**src/rtl/dom_conv_mc.sv**
```systemverilog
// Multi-channel domain converter: tagged beats are buffered in per-slot FIFOs and
// re-serialised onto one registered valid/ready output with burst-atomic arbitration.
module dom_conv_mc #(
   parameter int NUM_CH     = 4,
   parameter int SSI_WIDTH  = 2,
   parameter int SAM_OFFSET = 4,
   parameter int DATA_WIDTH = 16,
   parameter int DEPTH      = 8,
   parameter int MODE       = 0
) (
   input  logic                  clk,
   input  logic                  rst,
   input  logic                  valid_i,
   output logic                  ready_i,
   input  logic [SSI_WIDTH-1:0]  SSI_i,
   input  logic [SAM_OFFSET-1:0] s_i,
   input  logic                  wt_i,
   input  logic [DATA_WIDTH-1:0] data_i,
   output logic                  valid_o,
   input  logic                  ready_o,
   output logic [SSI_WIDTH-1:0]  SSI_o,
   output logic [SAM_OFFSET-1:0] s_o,
   output logic                  wt_o,
   output logic [DATA_WIDTH-1:0] data_o,
   output logic [NUM_CH-1:0]     FDSTI_o_all,
   output logic [NUM_CH-1:0]     FDSSI_o,
   output logic [7:0]            err_cnt
);

   localparam int AW = $clog2(DEPTH);
   localparam int CW = (NUM_CH > 1) ? $clog2(NUM_CH) : 1;
   localparam int FW = 1 + SAM_OFFSET + DATA_WIDTH;

   typedef enum logic {ST_UNLOCKED, ST_LOCKED} arbState_t;

   logic [FW-1:0]     r_mem  [NUM_CH][DEPTH];
   logic [AW:0]       r_wptr [NUM_CH];
   logic [AW:0]       r_rptr [NUM_CH];

   arbState_t         r_state;
   arbState_t         w_stateNext;
   logic [CW-1:0]     r_lockCh;
   logic [CW-1:0]     w_lockChNext;
   logic [CW-1:0]     r_rrPtr;
   logic [CW-1:0]     w_rrPtrNext;

   logic [NUM_CH-1:0] w_full;
   logic [NUM_CH-1:0] w_nonEmpty;
   logic [NUM_CH-1:0] w_push;
   logic [NUM_CH-1:0] w_pop;
   logic              w_inRange;
   logic              w_drop;
   logic              w_grantValid;
   logic [CW-1:0]     w_grantCh;
   logic [FW-1:0]     w_head;
   logic              w_load;

   // Extra pointer MSB distinguishes full from empty when the index bits match.
   always_comb begin
      w_full     = '0;
      w_nonEmpty = '0;
      for (int c = 0; c < NUM_CH; c++) begin
         w_full[c]     = (r_wptr[c][AW] != r_rptr[c][AW]) &&
                         (r_wptr[c][AW-1:0] == r_rptr[c][AW-1:0]);
         w_nonEmpty[c] = (r_wptr[c] != r_rptr[c]);
      end
   end

   assign FDSTI_o_all = w_full;
   assign FDSSI_o     = w_nonEmpty;

   // Out-of-range slot indices are always accepted so the upstream never stalls on them.
   always_comb begin
      w_inRange = 1'b0;
      ready_i   = 1'b1;
      w_push    = '0;
      for (int c = 0; c < NUM_CH; c++) begin
         if (SSI_i == SSI_WIDTH'(c)) begin
            w_inRange = 1'b1;
            ready_i   = !w_full[c];
            w_push[c] = valid_i && !w_full[c];
         end
      end
      w_drop = valid_i && !w_inRange;
   end

   always_comb begin
      int            idx;
      logic [CW-1:0] scanCh;
      idx          = 0;
      scanCh       = '0;
      w_grantValid = 1'b0;
      w_grantCh    = '0;
      if (r_state == ST_LOCKED) begin
         w_grantCh    = r_lockCh;
         w_grantValid = w_nonEmpty[r_lockCh];
      end else if (MODE == 1) begin
         for (int c = NUM_CH - 1; c >= 0; c--) begin
            if (w_nonEmpty[c]) begin
               w_grantValid = 1'b1;
               w_grantCh    = CW'(c);
            end
         end
      end else begin
         for (int k = 0; k < NUM_CH; k++) begin
            idx = int'(r_rrPtr) + k;
            if (idx >= NUM_CH) begin
               idx = idx - NUM_CH;
            end
            scanCh = CW'(idx);
            if (!w_grantValid && w_nonEmpty[scanCh]) begin
               w_grantValid = 1'b1;
               w_grantCh    = scanCh;
            end
         end
      end
   end

   assign w_head = r_mem[w_grantCh][r_rptr[w_grantCh][AW-1:0]];
   assign w_load = (!valid_o || ready_o) && w_grantValid;

   always_comb begin
      w_pop = '0;
      for (int c = 0; c < NUM_CH; c++) begin
         w_pop[c] = w_load && (w_grantCh == CW'(c));
      end
   end

   // A beat without the write-through flag pins the arbiter to its channel until the burst ends.
   always_comb begin
      w_stateNext  = r_state;
      w_lockChNext = r_lockCh;
      w_rrPtrNext  = r_rrPtr;
      if (w_load) begin
         if (!w_head[FW-1]) begin
            w_stateNext  = ST_LOCKED;
            w_lockChNext = w_grantCh;
         end else begin
            w_stateNext = ST_UNLOCKED;
            if (MODE == 0) begin
               w_rrPtrNext = (w_grantCh == CW'(NUM_CH - 1)) ? '0 : w_grantCh + 1'b1;
            end
         end
      end
   end

   always_ff @(posedge clk or posedge rst) begin
      if (rst) begin
         r_state  <= ST_UNLOCKED;
         r_lockCh <= '0;
         r_rrPtr  <= '0;
      end else begin
         r_state  <= w_stateNext;
         r_lockCh <= w_lockChNext;
         r_rrPtr  <= w_rrPtrNext;
      end
   end

   always_ff @(posedge clk or posedge rst) begin
      if (rst) begin
         for (int c = 0; c < NUM_CH; c++) begin
            r_wptr[c] <= '0;
            r_rptr[c] <= '0;
         end
      end else begin
         for (int c = 0; c < NUM_CH; c++) begin
            if (w_push[c]) begin
               r_wptr[c] <= r_wptr[c] + 1'b1;
            end
            if (w_pop[c]) begin
               r_rptr[c] <= r_rptr[c] + 1'b1;
            end
         end
      end
   end

   // Storage is left unreset; the pointers alone define what is valid.
   always_ff @(posedge clk) begin
      for (int c = 0; c < NUM_CH; c++) begin
         if (w_push[c]) begin
            r_mem[c][r_wptr[c][AW-1:0]] <= {wt_i, s_i, data_i};
         end
      end
   end

   always_ff @(posedge clk or posedge rst) begin
      if (rst) begin
         valid_o <= 1'b0;
         SSI_o   <= '0;
         s_o     <= '0;
         wt_o    <= 1'b0;
         data_o  <= '0;
      end else if (w_load) begin
         valid_o              <= 1'b1;
         SSI_o                <= SSI_WIDTH'(w_grantCh);
         {wt_o, s_o, data_o}  <= w_head;
      end else if (ready_o) begin
         valid_o <= 1'b0;
      end
   end

   always_ff @(posedge clk or posedge rst) begin
      if (rst) begin
         err_cnt <= '0;
      end else if (w_drop && (err_cnt != 8'hFF)) begin
         err_cnt <= err_cnt + 1'b1;
      end
   end

endmodule

```
**config.mk**
```make
export PLATFORM = sky130hd
export DESIGN_NAME = dom_conv_mc
export DESIGN_NICKNAME = d
export VERILOG_FILES = /design/src/rtl/dom_conv_mc.sv
export SDC_FILE = /design/constraint.sdc
export NUM_CORES = 1
export LEC_CHECK = 0
export CORE_MARGIN = 2
export CORE_UTILIZATION = 35
export CTS_BUF_LIST = sky130_fd_sc_hd__clkbuf_8
export CTS_CLUSTER_DIAMETER = 60
export DETAILED_ROUTE_END_ITERATION = 10
export PLACE_DENSITY = 0.56
export SLEW_MARGIN = 15
export SYNTH_ARGS = -nofsm -noshare
export SYNTH_HDL_FRONTEND = slang
export SYNTH_SLANG_ARGS = --single-unit
```
**constraint.sdc**
```tcl
create_clock -name clk -period 3.6 [get_ports clk]
set_input_delay 0.36 -clock clk [delete_from_list [all_inputs] [get_ports clk]]
set_output_delay 0.36 -clock clk [all_outputs]
set_load 0.1 [all_outputs]
```
; ---- Word-level counts from Yosys, hierarchy flattened
; Memory sizes are Yosys's and may differ from the RTL's.
; Cells that the tools add are included.
[word_totals]
register_bits = 69
mem_bits_rw = 672
n_memories = 1
[memory_table]
columns = name, depth, width, rd, rd_ports_with_merged_regs, wr, line
row1 = r_mem, 4, 168, 1, 0, 1, 36  ; logic [FW-1:0] r_mem [NUM_CH][DEPTH];
[classes]
n_addsub = 17
magnitude_cmp = 19
eq_ne = 19
n_mux = 78
n_bitwise = 7
reduce_logical = 40
[op_table]
columns = op, n
row1 = $mux 168, 10
row2 = $reduce_or 168->1, 3
row3 = $demux 21 s3, 4
row4 = $mux 21, 6
row5 = $bmux 21 s3, 1
row6 = $mux 2, 17
row7 = $add 4x1->4 const B, 8
row8 = $mux 1, 32
row9 = $logic_and 1x1->1, 22
row10 = $ge 4x4->1 const B, 5
row11 = $not 3->4, 5
row12 = $lt 4x1->1 const B, 4
row13 = $ne 4x4->1, 4
row14 = $lt 2x3->1 const B, 5
row15 = $eq 3x3->1, 4
row16 = $ge 3x3->1 const B, 4
row17 = $bmux 1 s2, 5
row18 = $logic_not 1->1, 9
row19 = $add 8x1->8 const B, 1
row20 = $bmux 4 s2, 1
row21 = $eq 2x2->1 const B, 4
row22 = $ne 8x8->1 const B, 1
row23 = $sub 2x1->2 const B, 4
row24 = $add 2x2->3 const B, 2
row25 = 12 further kinds, 19

; ---- Logic depth before layout (Yosys ltp)
; Gate-level depths: netlist of run 1.
[depth]
ltp_word = 29
mapped_depth = 17
depth_no_buf = 13

; ---- Least setup slack after synthesis of run 1
; OpenSTA, ideal clock, no wires.
[synth_timing]
path_kind = register to register
start = register r_wptr[4] (netlist bit)
end = register r_wptr[7] (netlist bit)
arrival_ps = 5106
setup_slack_ps = -1692
stages_incl_launch_ff = 8
n_path_buf = 1
cell_sequence = dfrtp_1 -> clkbuf_1 -> xor2_1 -> nor4_1 -> nor3_1 -> nand2_1 -> nor2_1 -> xor2_1
[synth_via]
elab_chain_cells = 5
word_cells_on_any_way = 6
cone_classes = 1 x add/sub / 1 x eq/ne / 1 x mux / 3 x reduce/logical
[synth_rtl]
columns = item, line
row1 = "start, declared", 37  ; logic [AW:0] r_wptr [NUM_CH];
row2 = "start signal, assigned by index", 168  ; r_wptr[c] <= r_wptr[c] + 1'b1;
row3 = $eq 3x3->1, 64  ; (r_wptr[c][AW-1:0] == r_rptr[c][AW-1:0]);
row4 = $logic_and 1x1->1, 63  ; w_full[c] = (r_wptr[c][AW] != r_rptr[c][AW]) &&
row5 = via FDSTI_o_all[2], 25  ; output logic [NUM_CH-1:0] FDSTI_o_all,
row6 = $logic_not 1->1, 81  ; w_push[c] = valid_i && !w_full[c];
row7 = $logic_and 1x1->1, 81
row8 = $mux 1, 78  ; if (SSI_i == SSI_WIDTH'(c)) begin
; The timed path passes the listed nets, and every way through them passes these cells.
; A chain may end at the register's enable or synchronous reset.

; ---- Final worst setup path of run 1
[layout_timing]
start = register r_wptr[15] (netlist bit)
end = register r_rrPtr[1]
[layout_via]
elab_chain_cells = 26
word_cells_on_any_way = 44
cone_classes = 1 x add/sub / 2 x eq/ne / 30 x mux / 2 x bitwise / 8 x reduce/logical / 1 x memory
[layout_rtl]
columns = item, line
row1 = $ne 4x4->1 *, 65  ; w_nonEmpty[c] = (r_wptr[c] != r_rptr[c]);
row2 = $bmux 1 s2, 111  ; if (!w_grantValid && w_nonEmpty[scanCh]) begin
row3 = $mux 1 (not written as such), 111
row4 = $mux 1, 111
row5 = $mux 1, 94  ; if (r_state == ST_LOCKED) begin
row6 = $logic_not 1->1, 111
row7 = $logic_and 1x1->1, 111
row8 = $mux 1, 111
row9 = (+8 left out), n/a
row10 = $mux 2, 94
row11 = $not 2->3 (not written as such), 119  ; assign w_head = r_mem[w_grantCh][r_rptr[w_grantCh][AW-1:0]];
row12 = $bmux 4 s2, 119
row13 = $mux 3 (not written as such) (2 in series), 119
row14 = $not 3->4 (not written as such), 119
row15 = $bmux 21 s3, 119
row16 = $mux 21 (not written as such) (2 in series), 119
row17 = $reduce_and 2->1 (no line), n/a
row18 = "end signal, assigned", 155  ; r_rrPtr <= w_rrPtrNext;
row19 = "end, declared", 44  ; logic [CW-1:0] r_rrPtr;
; Mark *: on every way between the ends. The rest lies on a longest branch, timed or not. The select of a mux whose other input is x is not followed.

==> flow_metrics.env, run 1 <==
export IMPL_synth_warnings=0
export IMPL_synthDistinctLibCells=56
export IMPL_clock_latency_ps=750
export IMPL_synth_common_cells="672 x edfxtp_1, 611 x nand2_1, 159 x nor2_1, 121 x and3_1"
export IMPL_track_usage=0.192
export IMPL_die_y_um=297
export IMPL_slew_headroom=0.247
export IMPL_critPathArrivalTime_ps=4260
export IMPL_routed_wirelength_um=89700
export IMPL_rsz0062_at_grt="yes"
export IMPL_fin_nets=2645
export IMPL_critical_path_class="reg -> reg"
export IMPL_r2r_slack_ps=-40
export IMPL_grt_max_degree=72
export IMPL_required_ps=4220
export IMPL_min_period_ps=3640
export IMPL_first_pass_iters=5
export IMPL_ant_nets=0
export IMPL_r2r_end="r_rrPtr[1]"
export IMPL_syn_inst=2331
export IMPL_crit_path_end="r_rrPtr[1]"
export IMPL_synthesis_area_mm2=0.0301
export IMPL_layout_setup_ws_ps=-38.0
export IMPL_clock_path_buffers=3
export IMPL_grt_first_pass_wirelength_um=127000
export IMPL_routedWlPerCell_um=23.3
export IMPL_synth_most_common_cell="edfxtp_1"
export IMPL_first_global_vias=19700
export IMPL_cts_reportedPaths_clkPinSlew_ps=60
export IMPL_async_reset_ff_frac=0.0931
export IMPL_root_buffer="clkbuf_8"
export IMPL_setup_violations=5
export IMPL_dpl_hpwl_um=49400
export IMPL_finalSetupTns_ps=-125
export IMPL_port_buffers=67
export IMPL_ys_ff_latch=741
export IMPL_synth_nets=2370
export IMPL_syn_to_final_growth_pct=24.0
export IMPL_chipWidth_um=297
export IMPL_ys_flop_type="edfxtp_1"
export IMPL_cts_sinks=741
export IMPL_endpoint_kind="flip-flop"
export IMPL_grt_ovfl_total=0
export IMPL_cts_tree="done"
export IMPL_ff2ff_path_depth=16
export IMPL_antenna_found_initial=3
export IMPL_crit_path_max_fanout=7
export IMPL_drt_vias_per_instance=5.30
export IMPL_synth_largest_area_cell="edfxtp_1"
export IMPL_maxCapViolations=0
export IMPL_yosys_top_cells_area="edfxtp_1 67%, nand2_1 7.6%, dfrtp_1 5.7%"
export IMPL_coreArea_mm2=0.0853
export IMPL_drive_gt1_frac=0.215
export IMPL_seq_area_frac_synth=0.727
export IMPL_worst_setup_path_start_kind="flip-flop"
export IMPL_drtIter0Drc=2060
export IMPL_clock_skew_ps=59.9
export IMPL_startpoint="r_wptr[15]"
export IMPL_syn_area_per_cell_um2=12.9
export IMPL_holdCritPathClass="in -> reg"
export IMPL_fin_crit_sh=1.01
export IMPL_slew_violations=0
export IMPL_drc=0
export IMPL_reg2reg_from="r_wptr[15]"
export IMPL_ioPinCount=68
export IMPL_start_util=0.353
export IMPL_max_freq_mhz=275
export IMPL_die_area_mm2=0.0885
export IMPL_outcome="finished, violations left"
export IMPL_violations="setup timing"
export IMPL_hold_violations=0
export IMPL_routabilityCongestion=0.809
export IMPL_synth_edf_count=672
export IMPL_tightestPinTransition_ps=1130
export IMPL_cts_buffers=120
export IMPL_yosysTopAreaCellShare=0.669
export IMPL_fp_row_count=107
export IMPL_htreeDepth=3
export IMPL_num_vias=20400
-- flip-flops by register name (all words and copies together) (netlist names) --
| name | cells |
|---|---|
| r_mem | 672 |
| data_o | 16 |
| r_rptr | 16 |
| r_wptr | 16 |
| err_cnt | 8 |
| s_o | 4 |
| SSI_o | 2 |
| r_lockCh | 2 |
| r_rrPtr | 2 |
| r_state | 1 |
| valid_o | 1 |
| wt_o | 1 |
-- worst min-delay path by stage --
stage	startpoint	depth (start not counted)	slack, ps	end
final	data_i[8]	1	160	r_mem[1][71]
after global routing	data_i[9]	1	160	r_mem[0][72]
after CTS	ready_o	2	170	valid_o
after detailed placement	err_cnt[0]	0	360	err_cnt[0]
after global placement	err_cnt[0]	0	360	err_cnt[0]
after floorplan	data_i[0]	0	460	r_mem[0][0]
-- cell families after synthesis --
family | Yosys count | synth area share
buffers and inverters | 183 | 0.0261
xor gates and xnor gates | 40 | 0.0121
muxes | 20 | 0.00764
AOI/OAI and AO/OA | 327 | 0.0780
DFF | 741 | 0.727
adders and majority gates | 12 | 0.00498
and+or+nand+nor | 1008 | 0.145
-- layout by cell type (no fill, tap or decap), types with 18 or more instances in the layout --
master           Yosys  routed
a21oi_1             72      63
a311oi_1            61      43
a311oi_2             0      18
a31o_1              20      20
a31oi_1             65      52
and3_1             121     114
buf_12               0      28
buf_4                1     193
clkbuf_8             0     130
clkdlybuf4s50_1      0      50
clkinv_1             0      25
dfrtp_1             69      69
edfxtp_1           672     672
inv_1               11      54
nand2_1            611     603
nand3_1             59      58
nor2_1             159     134
nor2_2               0      23
nor2b_1             21      21
o211ai_1            44      44
xnor2_1             20      18
-- per-layer routing --
metal	up-vias	share of wire	GRT usage
met5	-	0	0
met4	0	0.032	0.0737
met3	158	0.074	0.0360
met2	800	0.45	0.299
met1	10400	0.44	0.267
li1	9105	-	-
-- repair_timing --
action | in CTS | in global routing
hold endpoints to repair | 13 | 0
hold buffers | 1 | 0
pin swaps | 8 | 47
cloned | 1 | 15
setup endpoints to repair | 21 | 26
setup buffers | 7 | 38
resized for setup | 25 | 110
-- worst max-delay path: stages (launching register included) --
cell	delay, ps
dfrtp_1	400
xnor2_1	170
buf_4	150
nand4_4	120
or4b_4	520
a211oi_4	290
a211oi_4	90
bufinv_16	240
buf_16	130
buf_16	180
clkbuf_16	180
nand2_2	50
nand2_1	60
o211ai_1	100
a32oi_2	290
nand3_2	180
mux2_4	370
-- final cells by class --
class,count,area (um2)
Inverter,12,82.6
Tap cell,1144,1430
Fill cell,7716,47900
Clock buffer,130,1790
Sequential cell,741,21900
Timing Repair Buffer,324,3440
Antenna cell,1,2.50
Multi-Input combinational cell,1407,8210
Clock inverter,99,537
-- metrics by stage --
stage	hold slack [ps]	utilization	area, um2	std cells	setup slack (ps)
3_3_place_gp	364	0.394	33600	3567	-252
6_report	160	0.438	37400	3858	-38.0
5_1_grt	162	0.438	37400	3858	-181
4_1_cts	173	0.424	36200	3805	1.85
3_5_place_dp	364	0.394	33600	3567	-285
2_1_floorplan	459	-	30300	2331	-39.5
Power of run 1 is left out: the tool's default activity adds up to more than one toggle a clock period on the data nets, which glitch-free logic cannot reach.
==> inputs of run 2 (changes only) <==
- ABC_CLOCK_PERIOD_IN_PS: not set -> 3600
==> results of run 2 <==
The final DEF is identical to that of run 1; final timing and power are the same.
Power of run 2 is left out for the same reason.
